<file path="config.mk">
export PLATFORM = sky130hd
export DESIGN_NAME = cam_burst_writer
export DESIGN_NICKNAME = d
export VERILOG_FILES = /design/src/rtl/cam_burst_writer.sv
export SDC_FILE = /design/constraint.sdc
export NUM_CORES = 2
export LEC_CHECK = 0
export CAP_MARGIN = 20
export CORE_MARGIN = 5
export CORE_UTILIZATION = 57
export DETAILED_ROUTE_END_ITERATION = 7
export PLACE_DENSITY_LB_ADDON = 0.08
export SYNTH_ARGS = -nofsm -noshare
export SYNTH_HDL_FRONTEND = slang
export SYNTH_SLANG_ARGS = --single-unit
</file>
<file path="constraint.sdc">
create_clock -name sys_clk -period 3.6 [get_ports sys_clk]
set_input_delay 0.54 -clock sys_clk [delete_from_list [all_inputs] [get_ports sys_clk]]
set_output_delay 0.54 -clock sys_clk [all_outputs]
set_load 0.01 [all_outputs]
</file>
<file path="src/rtl/cam_burst_writer.sv">
// Buffers the camera pixel stream in a FWFT FIFO and hands it to the frame-buffer
// controller as fixed-length bursts with linear, frame-relative addresses.
module cam_burst_writer #(
  parameter int                BURST_LEN    = 64,
  parameter int                FIFO_DEPTH   = 256,
  parameter int                ADDR_W       = 24,
  parameter logic [ADDR_W-1:0] BASE_ADDR    = '0,
  parameter int                FRAME_PIXELS = 307200
) (
  input  logic                          sys_clk,
  input  logic                          sys_rst_n,
  input  logic                          pix_vsync,
  input  logic                          pix_wr_en,
  input  logic [15:0]                   pix_data,
  output logic                          mem_wr_req,
  output logic [ADDR_W-1:0]             mem_wr_addr,
  input  logic                          mem_wr_ack,
  input  logic                          mem_wr_data_rd,
  output logic [15:0]                   mem_wr_data,
  output logic [$clog2(FIFO_DEPTH):0]   fifo_level,
  output logic                          fifo_overflow,
  output logic                          frame_done
);

  // state | meaning
  // IDLE  | apply a pending frame restart, or wait for a full burst in the FIFO
  // REQ   | burst request raised, address held, waiting for the controller's ack
  // BURST | controller draining BURST_LEN words from the FIFO head
  typedef enum logic [1:0] {IDLE, REQ, BURST} state_t;

  localparam int PTR_W = $clog2(FIFO_DEPTH);
  localparam int LVL_W = PTR_W + 1;
  localparam int CNT_W = $clog2(BURST_LEN) + 1;
  localparam logic [LVL_W-1:0]  DEPTH_L   = LVL_W'(FIFO_DEPTH);
  localparam logic [LVL_W-1:0]  BURST_L   = LVL_W'(BURST_LEN);
  localparam logic [CNT_W-1:0]  CNT_LAST  = CNT_W'(BURST_LEN - 1);
  localparam logic [ADDR_W-1:0] BURST_A   = ADDR_W'(BURST_LEN);
  localparam logic [ADDR_W-1:0] FRAME_END = ADDR_W'(BASE_ADDR + ADDR_W'(FRAME_PIXELS));

  state_t            state_q, state_d;
  logic [ADDR_W-1:0] addr_q, addr_d, addr_nxt;
  logic [CNT_W-1:0]  cnt_q, cnt_d;
  logic              pend_q, pend_d;
  logic              vsync_q;
  logic              frame_done_q, frame_done_d;
  logic              overflow_q, overflow_d;
  logic [LVL_W-1:0]  level_q, level_d;
  logic [PTR_W-1:0]  wr_ptr_q, wr_ptr_d, rd_ptr_q, rd_ptr_d;
  logic [15:0]       mem_q [FIFO_DEPTH];

  logic vs_rise, flush, pop, push_req, push_ok, drop;

  assign vs_rise  = pix_vsync & ~vsync_q;
  assign addr_nxt = addr_q + BURST_A;

  always_comb begin
    state_d      = state_q;
    addr_d       = addr_q;
    cnt_d        = cnt_q;
    pend_d       = pend_q | vs_rise;
    flush        = 1'b0;
    pop          = 1'b0;
    frame_done_d = 1'b0;
    case (state_q)
      IDLE: begin
        if (pend_q) begin
          flush  = 1'b1;
          addr_d = BASE_ADDR;
          pend_d = vs_rise;
        end else if (level_q >= BURST_L) begin
          state_d = REQ;
        end
      end
      REQ: begin
        // ack wins over a same-cycle frame start; the restart then waits for IDLE
        if (mem_wr_ack) begin
          state_d = BURST;
          cnt_d   = CNT_LAST;
        end else if (vs_rise) begin
          state_d = IDLE;
        end
      end
      BURST: begin
        if (mem_wr_data_rd && (level_q != '0)) begin
          pop = 1'b1;
          if (cnt_q == '0) begin
            state_d = IDLE;
            if (addr_nxt == FRAME_END) begin
              addr_d       = BASE_ADDR;
              frame_done_d = 1'b1;
            end else begin
              addr_d = addr_nxt;
            end
          end else begin
            cnt_d = cnt_q - CNT_W'(1);
          end
        end
      end
      default: state_d = IDLE;
    endcase
  end

  // A full FIFO still takes a pixel when the controller pops in the same cycle.
  always_comb begin
    push_req   = pix_wr_en & ~pix_vsync;
    push_ok    = push_req & ~flush & ((level_q != DEPTH_L) | pop);
    drop       = push_req & ~flush & ~push_ok;
    overflow_d = flush ? 1'b0 : (overflow_q | drop);
    wr_ptr_d   = flush ? '0 : wr_ptr_q + PTR_W'(push_ok);
    rd_ptr_d   = flush ? '0 : rd_ptr_q + PTR_W'(pop);
    level_d    = level_q;
    if (flush) begin
      level_d = '0;
    end else if (push_ok && !pop) begin
      level_d = level_q + LVL_W'(1);
    end else if (pop && !push_ok) begin
      level_d = level_q - LVL_W'(1);
    end
  end

  always_ff @(posedge sys_clk or negedge sys_rst_n) begin
    if (!sys_rst_n) begin
      state_q      <= IDLE;
      addr_q       <= BASE_ADDR;
      cnt_q        <= '0;
      pend_q       <= 1'b0;
      vsync_q      <= 1'b0;
      frame_done_q <= 1'b0;
      overflow_q   <= 1'b0;
      level_q      <= '0;
      wr_ptr_q     <= '0;
      rd_ptr_q     <= '0;
    end else begin
      state_q      <= state_d;
      addr_q       <= addr_d;
      cnt_q        <= cnt_d;
      pend_q       <= pend_d;
      vsync_q      <= pix_vsync;
      frame_done_q <= frame_done_d;
      overflow_q   <= overflow_d;
      level_q      <= level_d;
      wr_ptr_q     <= wr_ptr_d;
      rd_ptr_q     <= rd_ptr_d;
    end
  end

  always_ff @(posedge sys_clk) begin
    if (push_ok) mem_q[wr_ptr_q] <= pix_data;
  end

  assign mem_wr_req    = (state_q == REQ);
  assign mem_wr_addr   = addr_q;
  assign mem_wr_data   = (level_q == '0) ? 16'h0000 : mem_q[rd_ptr_q];
  assign fifo_level    = level_q;
  assign fifo_overflow = overflow_q;
  assign frame_done    = frame_done_q;

endmodule

</file>
## Word level (Yosys, flattened, before mapping)

Memory sizes are Yosys's and may differ from the RTL's.
Index checks and enable logic that the tools add are counted.

| storage, ports and cells | value |
|---|---|
| word-level logic and storage cells | 92 |
| bits in writable memories | 4,096 |
| memories kept | 1 |
| bits in registers | 62 |
| output and inout bits | 52 |

| cells by class | value |
|---|---|
| order comparisons | 1 |
| bitwise logic cells | 12 |
| add/subtract/negate cells | 6 |
| eq/ne operators | 12 |
| muxes and demuxes | 35 |
| reduce and logical (&&, ||, !) cells | 15 |

Memory list:

| memory | words | width | read ports | clocked after memory_dff | wr ports | line | source |
|---|---|---|---|---|---|---|---|
| mem_q | 256 | 16 | 1 | 0 | 1 | 49 | `logic [15:0] mem_q [FIFO_DEPTH];` |

Operators with widths:

| operator | count |
|---|---|
| two-way mux 24 bit | 4 |
| case mux 24 bit (2 select lines) | 1 |
| two-way mux 9 bit | 3 |
| adder 24 x 7 -> 24 bit (second input constant) | 1 |
| == test 24 x 19 -> 1 bit (second input constant) | 1 |
| two-way mux 7 bit | 3 |
| adder 8 x 1 -> 8 bit | 2 |
| two-way mux 16 bit | 1 |
| two-way mux 8 bit | 2 |
| case mux 7 bit (2 select lines) | 1 |
| two-way mux 1 bit | 13 |
| two-way mux 2 bit | 6 |
| inequality test 2 bit (second input constant) | 6 |
| adder 9 x 1 -> 9 bit (second input constant) | 1 |
| greater-or-equal comparator 9 x 7 -> 1 bit (second input constant) | 1 |
| logical NOT 9 bit | 1 |
| inequality test 9 bit (second input constant) | 1 |
| nonzero test 9 bit | 1 |
| subtractor 9 x 1 -> 9 bit (second input constant) | 1 |
| AND reduction 4 bit | 2 |
| logical NOT 7 bit | 1 |
| subtractor 7 x 1 -> 7 bit (second input constant) | 1 |
| case mux 2 bit (3 select lines) | 1 |
| AND 1 bit | 5 |
| 12 further kinds | 21 |

## Depth between registers and ports, before layout

| depth | value |
|---|---|
| word-level depth | 11 |
| mapped depth | 15 |

## Worst setup path after synthesis

OpenSTA, ideal clock, no wires.

| path | value |
|---|---|
| path kind | reg2reg |
| from | register state_q[0] |
| to | register level_q[8] (netlist: fifo_level[8]) |
| cell stages (with the launch flop) | 15 |
| period minus slack after synthesis | 3.394 ns |
| arrival | 3.264 ns |
| path buffers | 1 |
| path slack | 0.206 ns |
| required time | 3.470 ns |
| setup time | 0.130 ns |
| cell sequence | dfrtp_1 nor2b_1 buf_2 nand2_1 a311oi_2 o21ai_1 ha_1 nor2b_1 o21ai_0 a21boi_0 o21a_1 o41ai_1 a21oi_1 a31oi_1 nand3_1 |

| between the ends | value |
|---|---|
| cells in the longest elaborated chain, start to end | 8 |
| elaborated cells between the ends (all ways) | 15 |

RTL lines:

| what | line | source |
|---|---|---|
| start: declaration | 40 | `state_t state_q, state_d;` |
| start signal: assignment | 134 | `state_q <= state_d;` |
| logical NOT 2 bit | 64 | `case (state_q)` |
| two-way mux 1 bit | 64 |  |
| inverter 1 bit | 106 | `push_ok = push_req & ~flush & ((level_q != DEPTH_L) \| pop);` |
| AND 1 bit (2 in a row) | 106 |  |
| logical AND 1 bit / logical NOT 1 bit (equally long branches) | 114, 116 |  |
| two-way mux 9 bit / logical AND 1 bit (equally long branches) | 114, 116 |  |
| two-way mux 9 bit / nonzero test 3 bit (equally long branches) | - |  |
| end signal: assignment | 141 | `level_q <= level_d;` |
| end: declaration | 47 | `logic [LVL_W-1:0] level_q, level_d;` |

Several ways; a longest one is shown, not always the timed one.
A chain may end at the register's enable or synchronous reset.

## Final worst setup path

| path | value |
|---|---|
| from | register rd_ptr_q[0] |
| to | output mem_wr_data[15] |

| between the ends | value |
|---|---|
| cells in the longest elaborated chain, start to end | 2 |

RTL lines:

| what | line | source |
|---|---|---|
| start: declaration | 48 | `logic [PTR_W-1:0] wr_ptr_q, wr_ptr_d, rd_ptr_q, rd_ptr_d;` |
| start signal: assignment | 143 | `rd_ptr_q <= rd_ptr_d;` |
| memory (256 x 16 bit) | - |  |
| two-way mux 16 bit | 153 | `assign mem_wr_data = (level_q == '0) ? 16'h0000 : mem_q[rd_ptr_q];` |
| end: declaration | 19 | `output logic [15:0] mem_wr_data,` |

Every way passes these cells.

==> flow_summary.ini <==
[global_routing]
grt_pass1_wl_um = 639000
grt_start_max_net_pins = 140
grt.overflow.total = 0
track_usage_pct = 31.1
grt_pass1_vias = 83441
antenna_found_initial = 23

[synthesis]
synth-main-ff-cell = edfxtp_1
synth_area_leaders = edfxtp_1 (77%), mux4_2 (15%), dfrtp_1 (0.88%)
synthCells = 7169
async_flop_share_pct = 1.35
avgSynthCellArea_um2 = 22.3
synth_area_mm2 = 0.160
synth.distinct_cells = 70
synth-edff-count = 4096
seq_area_frac_synth_pct = 77.9
yosys_warnings = 0
ys_ff_latch = 4152
yosys-top-cells-count = edfxtp_1 (4096), mux4_2 (1040), nor2_1 (371)
yosysTopAreaCellShare_pct = 77.0
synth_top_area_cell = edfxtp_1
yosysMostFrequentCell = edfxtp_1

[worst_setup_path]
worstPathMaxFanout = 6
crit_type = reg -> out
cp_top_family = multiplexers
cp_slowest_cell = mux4_2
cp-end-kind = output port
cp_num_buf_inv = 5
required_ns = 3.06
cp-start-kind = flip-flop
slowest_delay_ns = 0.61
worstPathCellList = buf_12 -> buf_16 -> buf_12 -> mux4_2 -> mux4_2 -> a22oi_2 -> buf_4 -> a21oi_2 -> or4_4 -> buf_6
cp.arrival_ns = 4.43

[route]
ant_nets = 0
wl_um = 452000
dr.pass1.iters = 6
drc = 0
drtIter0Drc = 11929
vias_per_cell = 6.59
vias = 83753
wire_per_inst_um = 35.6

[timing]
hold_viol = 0
clock_skew_ns = 0.0614
finalCriticalPeriod_ns = 4.97
timing.slew.headroom_pct = 12.6
drv_slew = 0
fmax_mhz = 201
min_period_over_period_pct = 138
setup_viol = 16
rsz0062_at_grt = yes
timing.final.ws_setup_ns = -1.37
max_slew.worst_pin.slew_ns = 1.31

[placed_design]
place_area_mm2 = 0.177
place_hpwl_um = 283000
gp_congestion = 0.892
dp.cells = 11744
io_buffers = 67

[clock_tree]
cts_buffer_depth = 4
cts_buffers = 411
clkTransAtPathRegs_ns = 0.06
cts_root_buffer = clkbuf_16
clkSinkCount = 4152
cts_tree = done
worstSkewPairLatency_ns = 0.97
htree_num_levels = 5

[floorplanning]
start_util_pct = 57.2
die_area_mm2 = 0.291
rows = 194
ios = 74
die_y_um = 539
die_w_um = 539
fp.coreArea_mm2 = 0.279

[power]
max-vdd-ir-drop_mv = 0.461
p_per_area_mw_per_mm2 = 640
power_leakage_uw = 0.0626

[cells_and_area]
area_growth_pct = 22.3
final_layout_size_suffix_gt1_share_pct = 38.9
fin_nets = 8664
fillers = 16866
final_area_mm2 = 0.195
final_cells = 12706

[outcome]
violations = negative setup slack
status = finished with violations

[run]
drv_cap = 0

[min_path]
min-delay-path-class = in -> reg
routing by layer:
| metal | track usage [%] | routed length (um) | vias to the layer above |
|---|---|---|---|
| met2 | 47.7 | 213000 | 4692 |
| li1 | - | - | 33464 |
| met1 | 45.4 | 173000 | 44867 |
| met3 | 6.38 | 47400 | 724 |
| met5 | 0 | 38 | - |
| met4 | 11.0 | 18900 | 6 |
final cells by class:
| type | instances | area (um^2) | share of cell area [%] |
|---|---|---|---|
| clock inverters | 260 | 2620 | 1.34 |
| well taps | 3724 | 4660 | 2.39 |
| inverters | 15 | 63.8 | 0.0327 |
| repair buffers | 1449 | 17400 | 8.91 |
| multi-input cells | 2597 | 35300 | 18.1 |
| diodes | 12 | 30.0 | 0.0154 |
| flip-flops and latches | 4152 | 124000 | 63.7 |
| clock buffers | 497 | 10800 | 5.53 |
worst paths after layout:
path | start | end | slack (ns) | cells after the start
worst max-delay path | rd_ptr_q[0] | mem_wr_data[15] | -1.37 | 10
worst min-delay path | pix_data[7] | mem_q[147][7] | 0.05 | 1
worst max register to register | fifo_level[1] | fifo_level[8] | 0.23 | 17
worst min register to register | fifo_overflow | fifo_overflow | 0.52 | 1
max in group asynchronous | sys_rst_n | rd_ptr_q[0] | 2.50 | 2
min in group asynchronous | sys_rst_n | mem_wr_addr[11] | 0.34 | 2
cells by family after synthesis:
group,Yosys count,synth area share [%]
buffers and inverters,425,1.41
adder cells (fa/ha/maj),16,0.130
AO/OA/AOI/OAI,612,2.69
other,1,0.00235
AND/OR/NAND/NOR,738,2.03
multiplexers,1202,15.7
flip-flops,4152,77.9
XOR/XNOR,23,0.126
worst reg2reg max path: stages, from the launching register on:
cell and delay, ns:
dfrtp_1 0.39, nor4_2 0.27, buf_4 0.16, and2_1 0.21, a311oi_2 0.17, o21ai_1 0.14
buf_4 0.16, inv_1 0.06, fa_1 0.40, nor2b_1 0.14, o21ai_0 0.11, a21boi_1 0.21
o21a_1 0.19, o41ai_2 0.09, buf_4 0.16, buf_4 0.13, o2111ai_1 0.17, nand3_1 0.11
cells in the final DEF (no fill, tap or decap), types with 17 or more instances in the layout:
cell,instances
a22o_1,46
clkinv_2,86
dfrtp_1,52
a22oi_1,68
and2_1,19
a31oi_1,23
clkdlybuf4s50_1,34
a221oi_2,52
mux2i_1,87
nand4_1,26
mux4_2,1040
buf_6,105
o22ai_4,17
nand3_1,41
nor3_1,25
bufinv_16,44
nand2_1,117
a22o_4,19
a22oi_2,28
a21oi_1,59
buf_16,27
clkinv_1,92
clkbuf_1,75
buf_4,828
nor2_1,291
nor2b_1,20
buf_8,32
buf_12,408
nand2_2,28
o22ai_1,69
o21ai_0,50
clkbuf_16,422
nor2_2,71
edfxtp_1,4096
mux2_2,67
through the flow:
| step | setup TNS [ns] | power [uW] | utilization [%] | worst slack [ns] | hold WS (ns) |
|---|---|---|---|---|---|
| 2_1_floorplan | 0 | 68800 | - | 0.206 | 0.244 |
| 3_3_place_gp | -17.42 | 79200 | 63.4 | -1.60 | 0.486 |
| 3_5_place_dp | -17.14 | 79400 | 63.4 | -1.58 | 0.505 |
| 4_1_cts | -20.29 | 124000 | 69.5 | -1.46 | 0.0103 |
| 5_1_grt | -20.14 | 129000 | 70.0 | -1.38 | 0.0486 |
| 6_report | -19.39 | 125000 | 70.0 | -1.37 | 0.0529 |
registers in the layout, summed over array words and instances (netlist names):
register and flops:
cnt_q 7, fifo_level 9, fifo_overflow 1, frame_done 1
mem_q 4096, mem_wr_addr 18, pend_q 1, rd_ptr_q 8
state_q 2, vsync_q 1, wr_ptr_q 8
repair_timing:
action | 4_1_cts | 5_1_grt
setup buffers | 121 | 80
cloned | 16 | 3
endpoints found under the hold margin | 82 | 0
gates resized for setup | 498 | 184
hold buffers | 2 | 0
pin swaps | 101 | 101
setup endpoints to repair | 16 | 19
power breakdown:
group / leakage, uW / total [uW] / switching (uW) / internal, uW
clock network: 0.00656 / 42700 / 18100 / 24600
logic: 0.0185 / 28900 / 14200 / 14700
registers: 0.0375 / 53400 / 127 / 53300
total: 0.0626 / 125000 / 32400 / 92500
Note: power is estimated with default switching activity, not from simulation.
